==> config.mk <==
export PLATFORM = sky130hd
export DESIGN_NAME = mem_port_arbiter
export DESIGN_NICKNAME = d
export VERILOG_FILES = /design/src/rtl/mem_port_arbiter.sv
export SDC_FILE = /design/constraint.sdc
export NUM_CORES = 1
export LEC_CHECK = 0
export ABC_CLOCK_PERIOD_IN_PS = 1900
export CORE_ASPECT_RATIO = 0.5
export CORE_UTILIZATION = 57
export DETAILED_ROUTE_END_ITERATION = 10
export DONT_BUFFER_PORTS = 1
export GPL_ROUTABILITY_DRIVEN = 0
export PLACE_DENSITY = 0.72
export SLEW_MARGIN = 10
export SYNTH_ARGS = -nofsm -noshare
export SYNTH_HDL_FRONTEND = slang
export SYNTH_SLANG_ARGS = --single-unit
==> constraint.sdc <==
create_clock -name clk -period 1.9 [get_ports clk]
set_clock_uncertainty 0.05 [all_clocks]
set_input_delay 0.475 -clock clk [delete_from_list [all_inputs] [get_ports clk]]
set_output_delay 0.475 -clock clk [all_outputs]
set_load 0.03 [all_outputs]
==> src/rtl/mem_port_arbiter.sv <==
// Two-port arbiter for the shared memory port: round-robin on ties, one transaction
// in flight, registered memory-side fields, and a timeout abort when memory never responds.
module mem_port_arbiter #(
    parameter int ADDR_W  = 32,
    parameter int DATA_W  = 32,
    parameter int TIMEOUT = 16
) (
    input  logic              clk,
    input  logic              rst,
    input  logic              req0,
    input  logic              we0,
    input  logic [ADDR_W-1:0] addr0,
    input  logic [DATA_W-1:0] wdata0,
    output logic              gnt0,
    output logic              done0,
    output logic              err0,
    output logic [DATA_W-1:0] rdata0,
    input  logic              req1,
    input  logic              we1,
    input  logic [ADDR_W-1:0] addr1,
    input  logic [DATA_W-1:0] wdata1,
    output logic              gnt1,
    output logic              done1,
    output logic              err1,
    output logic [DATA_W-1:0] rdata1,
    output logic              mem_req,
    output logic              mem_we,
    output logic [ADDR_W-1:0] mem_addr,
    output logic [DATA_W-1:0] mem_wdata,
    input  logic              mem_ready,
    input  logic [DATA_W-1:0] mem_rdata,
    output logic [1:0]        dbg_state_o
);

    localparam int CNT_W = $clog2(TIMEOUT);
    localparam logic [CNT_W-1:0] CNT_LAST = CNT_W'(TIMEOUT - 1);

    typedef enum logic [1:0] {
        IDLE  = 2'd0,
        BUSY0 = 2'd1,
        BUSY1 = 2'd2
    } state_e;

    state_e            state_q;
    logic              last_q;
    logic [CNT_W-1:0]  cnt_q;
    logic              gnt0_q, gnt1_q, done0_q, done1_q, err0_q, err1_q;
    logic [DATA_W-1:0] rdata0_q, rdata1_q;
    logic              mem_req_q, mem_we_q;
    logic [ADDR_W-1:0] mem_addr_q;
    logic [DATA_W-1:0] mem_wdata_q;

    logic tie_d;
    logic pick1_d;

    // On a tie the port that was not served last wins; last_q=1 means port 1.
    assign tie_d   = req0 & req1;
    assign pick1_d = req1 & (~req0 | ~last_q);

    always_ff @(posedge clk or negedge rst) begin
        if (!rst) begin
            state_q     <= IDLE;
            last_q      <= 1'b1;
            cnt_q       <= '0;
            gnt0_q      <= 1'b0;
            gnt1_q      <= 1'b0;
            done0_q     <= 1'b0;
            done1_q     <= 1'b0;
            err0_q      <= 1'b0;
            err1_q      <= 1'b0;
            rdata0_q    <= '0;
            rdata1_q    <= '0;
            mem_req_q   <= 1'b0;
            mem_we_q    <= 1'b0;
            mem_addr_q  <= '0;
            mem_wdata_q <= '0;
        end else begin
            gnt0_q  <= 1'b0;
            gnt1_q  <= 1'b0;
            done0_q <= 1'b0;
            done1_q <= 1'b0;
            err0_q  <= 1'b0;
            err1_q  <= 1'b0;
            case (state_q)
                IDLE: begin
                    if (req0 | req1) begin
                        state_q     <= pick1_d ? BUSY1 : BUSY0;
                        if (tie_d) last_q <= pick1_d;
                        gnt0_q      <= ~pick1_d;
                        gnt1_q      <= pick1_d;
                        cnt_q       <= '0;
                        mem_req_q   <= 1'b1;
                        mem_we_q    <= pick1_d ? we1 : we0;
                        mem_addr_q  <= pick1_d ? addr1 : addr0;
                        mem_wdata_q <= pick1_d ? wdata1 : wdata0;
                    end
                end
                BUSY0, BUSY1: begin
                    // Completion takes priority over the timeout in the same cycle.
                    if (mem_ready) begin
                        state_q   <= IDLE;
                        mem_req_q <= 1'b0;
                        cnt_q     <= '0;
                        if (state_q == BUSY1) begin
                            done1_q <= 1'b1;
                            if (!mem_we_q) rdata1_q <= mem_rdata;
                        end else begin
                            done0_q <= 1'b1;
                            if (!mem_we_q) rdata0_q <= mem_rdata;
                        end
                    end else if (cnt_q == CNT_LAST) begin
                        state_q   <= IDLE;
                        mem_req_q <= 1'b0;
                        cnt_q     <= '0;
                        if (state_q == BUSY1) begin
                            done1_q <= 1'b1;
                            err1_q  <= 1'b1;
                        end else begin
                            done0_q <= 1'b1;
                            err0_q  <= 1'b1;
                        end
                    end else begin
                        cnt_q <= cnt_q + 1'b1;
                    end
                end
                default: state_q <= IDLE;
            endcase
        end
    end

    assign gnt0        = gnt0_q;
    assign gnt1        = gnt1_q;
    assign done0       = done0_q;
    assign done1       = done1_q;
    assign err0        = err0_q;
    assign err1        = err1_q;
    assign rdata0      = rdata0_q;
    assign rdata1      = rdata1_q;
    assign mem_req     = mem_req_q;
    assign mem_we      = mem_we_q;
    assign mem_addr    = mem_addr_q;
    assign mem_wdata   = mem_wdata_q;
    assign dbg_state_o = state_q;

endmodule

==> flow_summary.toml <==
[setup_path]
worstPathCellList = "inv_1, ha_1, and4bb_2, buf_12, mux2_2"
critical_path_class = "reg -> reg"
r2r_slack_ns = 0.11
worst_ep_arrival_time_ns = 2.02
end_kind = "flop"
worstPathRequired_ns = 2.13
slowest_stage = "dfrtp_2"
crit_family = "flip-flops"
crit_fanout = 32
crit_path_max_incr_delay_ns = 0.36
critical_path_source_type = "flop"
number_of_buffers_and_inverters_on_the_critical_path = 2

[global_routing]
grt_util_all_layers = 0.228
grt_first_pass_wirelength_microns = 18800
grt_max_degree = 144
grt_antenna_before_repair = 0
total_gr_overflow = 0
first_global_vias = 3464

[min_path]
hold_path.class = "in -> async"

[final_layout]
final_cell_utilization_of_the_core = 0.663
commonest_non_fill_non_tap_cell_in_the_layout = "dfrtp_1"
fraction_of_final_layout_cells_with_drive_strength_greater_than_1 = 0.225
antenna_cells_inserted = 0
finalInstanceArea_sq_mm = 0.00683
layout.cells.most_common_list = "dfrtp_1, nand2_1, mux2i_1, mux2_2, o21ai_1"
nets = 656
area_growth_pct = 12.1

[drt]
wl_per_cell_microns = 19.8
detail_route.drc_violations = 0
detailedRoute.firstIterationViolations = 137
post_drt_via_cell_ratio = 5.58
detailroute.via_count = 3554
drt-pass1-iter-count = 4
wl_microns = 12600
detail-route-antenna-nets = 0

[cts]
clk_root_buffer_cell = "clkbuf_16"
cts_inserted_buffers = 17
clk_path_buf_depth = 2
cts_tree = "built"
post_cts_buffers = 0
cts.repair.resized = 0
cts_sinks = 143
clk_pin_slew_worst_paths_ns = 0.06
cts_max_level = 4
worstSkewPairLatency_ns = 0.40

[synthesis]
synth-simple-area-share = 0.0643
synth_fp_nets = 659
post_synth.cell_area_avg_sq_um = 12.5
synth_edf_count = 0
synth_compound_area_frac = 0.0749
seq_area_frac_synth = 0.587
synth.cell_area_sq_mm = 0.00609
synth-xor-area-share = 0.00144
synth_top_family_by_area = "multiplexers"
synth_seq_cells = 143
synth_flop_cell = "dfrtp_1"
synth-warning-count = 0
postSynthCellCount = 488
post_synthesis_async_set_or_reset_flop_share = 1.00
synth.distinct_cells = 35
post_synth_mux_area_share = 0.228
synth_fa_ha_area_frac = 0.00821

[timing]
final-setup-viol-count = 0
postLayoutSetupSlackWorst_ns = 0.110
layout_worst_path_cycle_share = 0.942
tightestPinTransition_ns = 0.609
final_hold_viol_count = 143
setup_repair_after_global_routing_missed_its_margin = "no"
final_max_slew_viol_count = 0
slew_headroom = 0.594
tns_ns = 0
final_period_minus_worst_setup_slack_ns = 1.79
max_freq_mhz = 559
holdWs_ns = -0.285

[die]
fp.dieH_microns = 75.1
placeableCoreArea_sq_mm = 0.0103
chipWidth_microns = 148
total_number_of_placement_rows = 26
ioPinCount = 305
initial_utilization = 0.591
fp.dieArea_sq_mm = 0.0111

[placement]
place.detailed.hpwl_microns = 9070
port-buffer-count = 0
preCtsSetupSlack_ns = 0.114
placedInstanceArea_sq_mm = 0.00624

[power_and_ir_drop]
leakagePower_uw = 0.00308
p_per_area_mw_per_mm2 = 2180
worst_ir_drop_vdd_uv = 975

[run_status]
status = "finished with violations"
violations = "hold timing"

[flow_run]
drv_cap = 0
[where the power goes]
| group | total [uW] | leakage (uW) | internal, uW | switching [uW] |
|---|---|---|---|---|
| sequential | 8450 | 0.00174 | 4500 | 3950 |
| clock | 3300 | 0.000291 | 2050 | 1250 |
| combinational | 3120 | 0.00104 | 1570 | 1550 |
| total | 14900 | 0.00308 | 8120 | 6750 |
[routing by layer]
| layer | GRT usage | share of wire | up-vias |
|---|---|---|---|
| met5 | 0 | 0 | - |
| met4 | 0.0664 | 0.0047 | 0 |
| met3 | 0.103 | 0.091 | 6 |
| met2 | 0.374 | 0.51 | 135 |
| met1 | 0.276 | 0.39 | 1713 |
| li1 | - | - | 1700 |
[state kept, by name, summed over array words and instances (netlist names)]
signal	flops
mem_addr	32
mem_req	1
done0	1
gnt1	1
mem_wdata	32
gnt0	1
err0	1
done1	1
dbg_state_o	2
cnt_q	4
mem_we	1
last_q	1
rdata1	32
rdata0	32
err1	1
[layout make-up]
class                      instances  area (sq um)
clock buffer                      20           467
clock inverter                    11           131
multi-input combinational        306          2330
timing repair buffer               9           118
tap                              140           175
inverter                           8          30.0
fill                             771          3480
sequential                       143          3580
[logic make-up after synthesis]
logic type	after synthesis
AOI/OAI and AO/OA	79
muxes	131
xor gates and xnor gates	1
adders and majority gates	4
and+or+nand+nor	91
buffers and inverters	39
DFF	143
[synth_stat cells, types with 3 or more instances]
cell	n	share of area
dfrtp_1	142	0.58
nand2_1	68	0.042
mux2i_1	66	0.11
mux2_2	64	0.12
o21ai_1	53	0.044
o21ai_0	13	0.011
buf_4	9	0.011
clkbuf_1	9	0.0055
buf_2	8	0.0066
inv_1	8	0.0049
ha_1	4	0.0082
nor2_1	4	0.0025
nor3_1	4	0.0033
a22o_1	3	0.0043
buf_6	3	0.0055
nand3_1	3	0.0025
nor2b_1	3	0.0031
o2111ai_1	3	0.0043
[worst paths after layout]
path | from | to | depth (start not counted)
worst max-delay path | dbg_state_o[0] | rdata0[26] | 5
max in group asynchronous | rst | last_q | 0
min in group clk | mem_ready | err1 | 1
worst max register to register | dbg_state_o[0] | rdata0[26] | 5
worst min register to register | last_q | last_q | 1
worst min-delay path | rst | rdata1[25] | 0
[stage by stage]
stage | total power [uW] | cells
final | 14900 | 637
after global routing | 15700 | 637
after global placement | 11500 | 606
after detailed placement | 11700 | 606
after floorplan | 10800 | 488
after CTS | 15000 | 637
No activity file was read; power rests on OpenSTA's default activity.
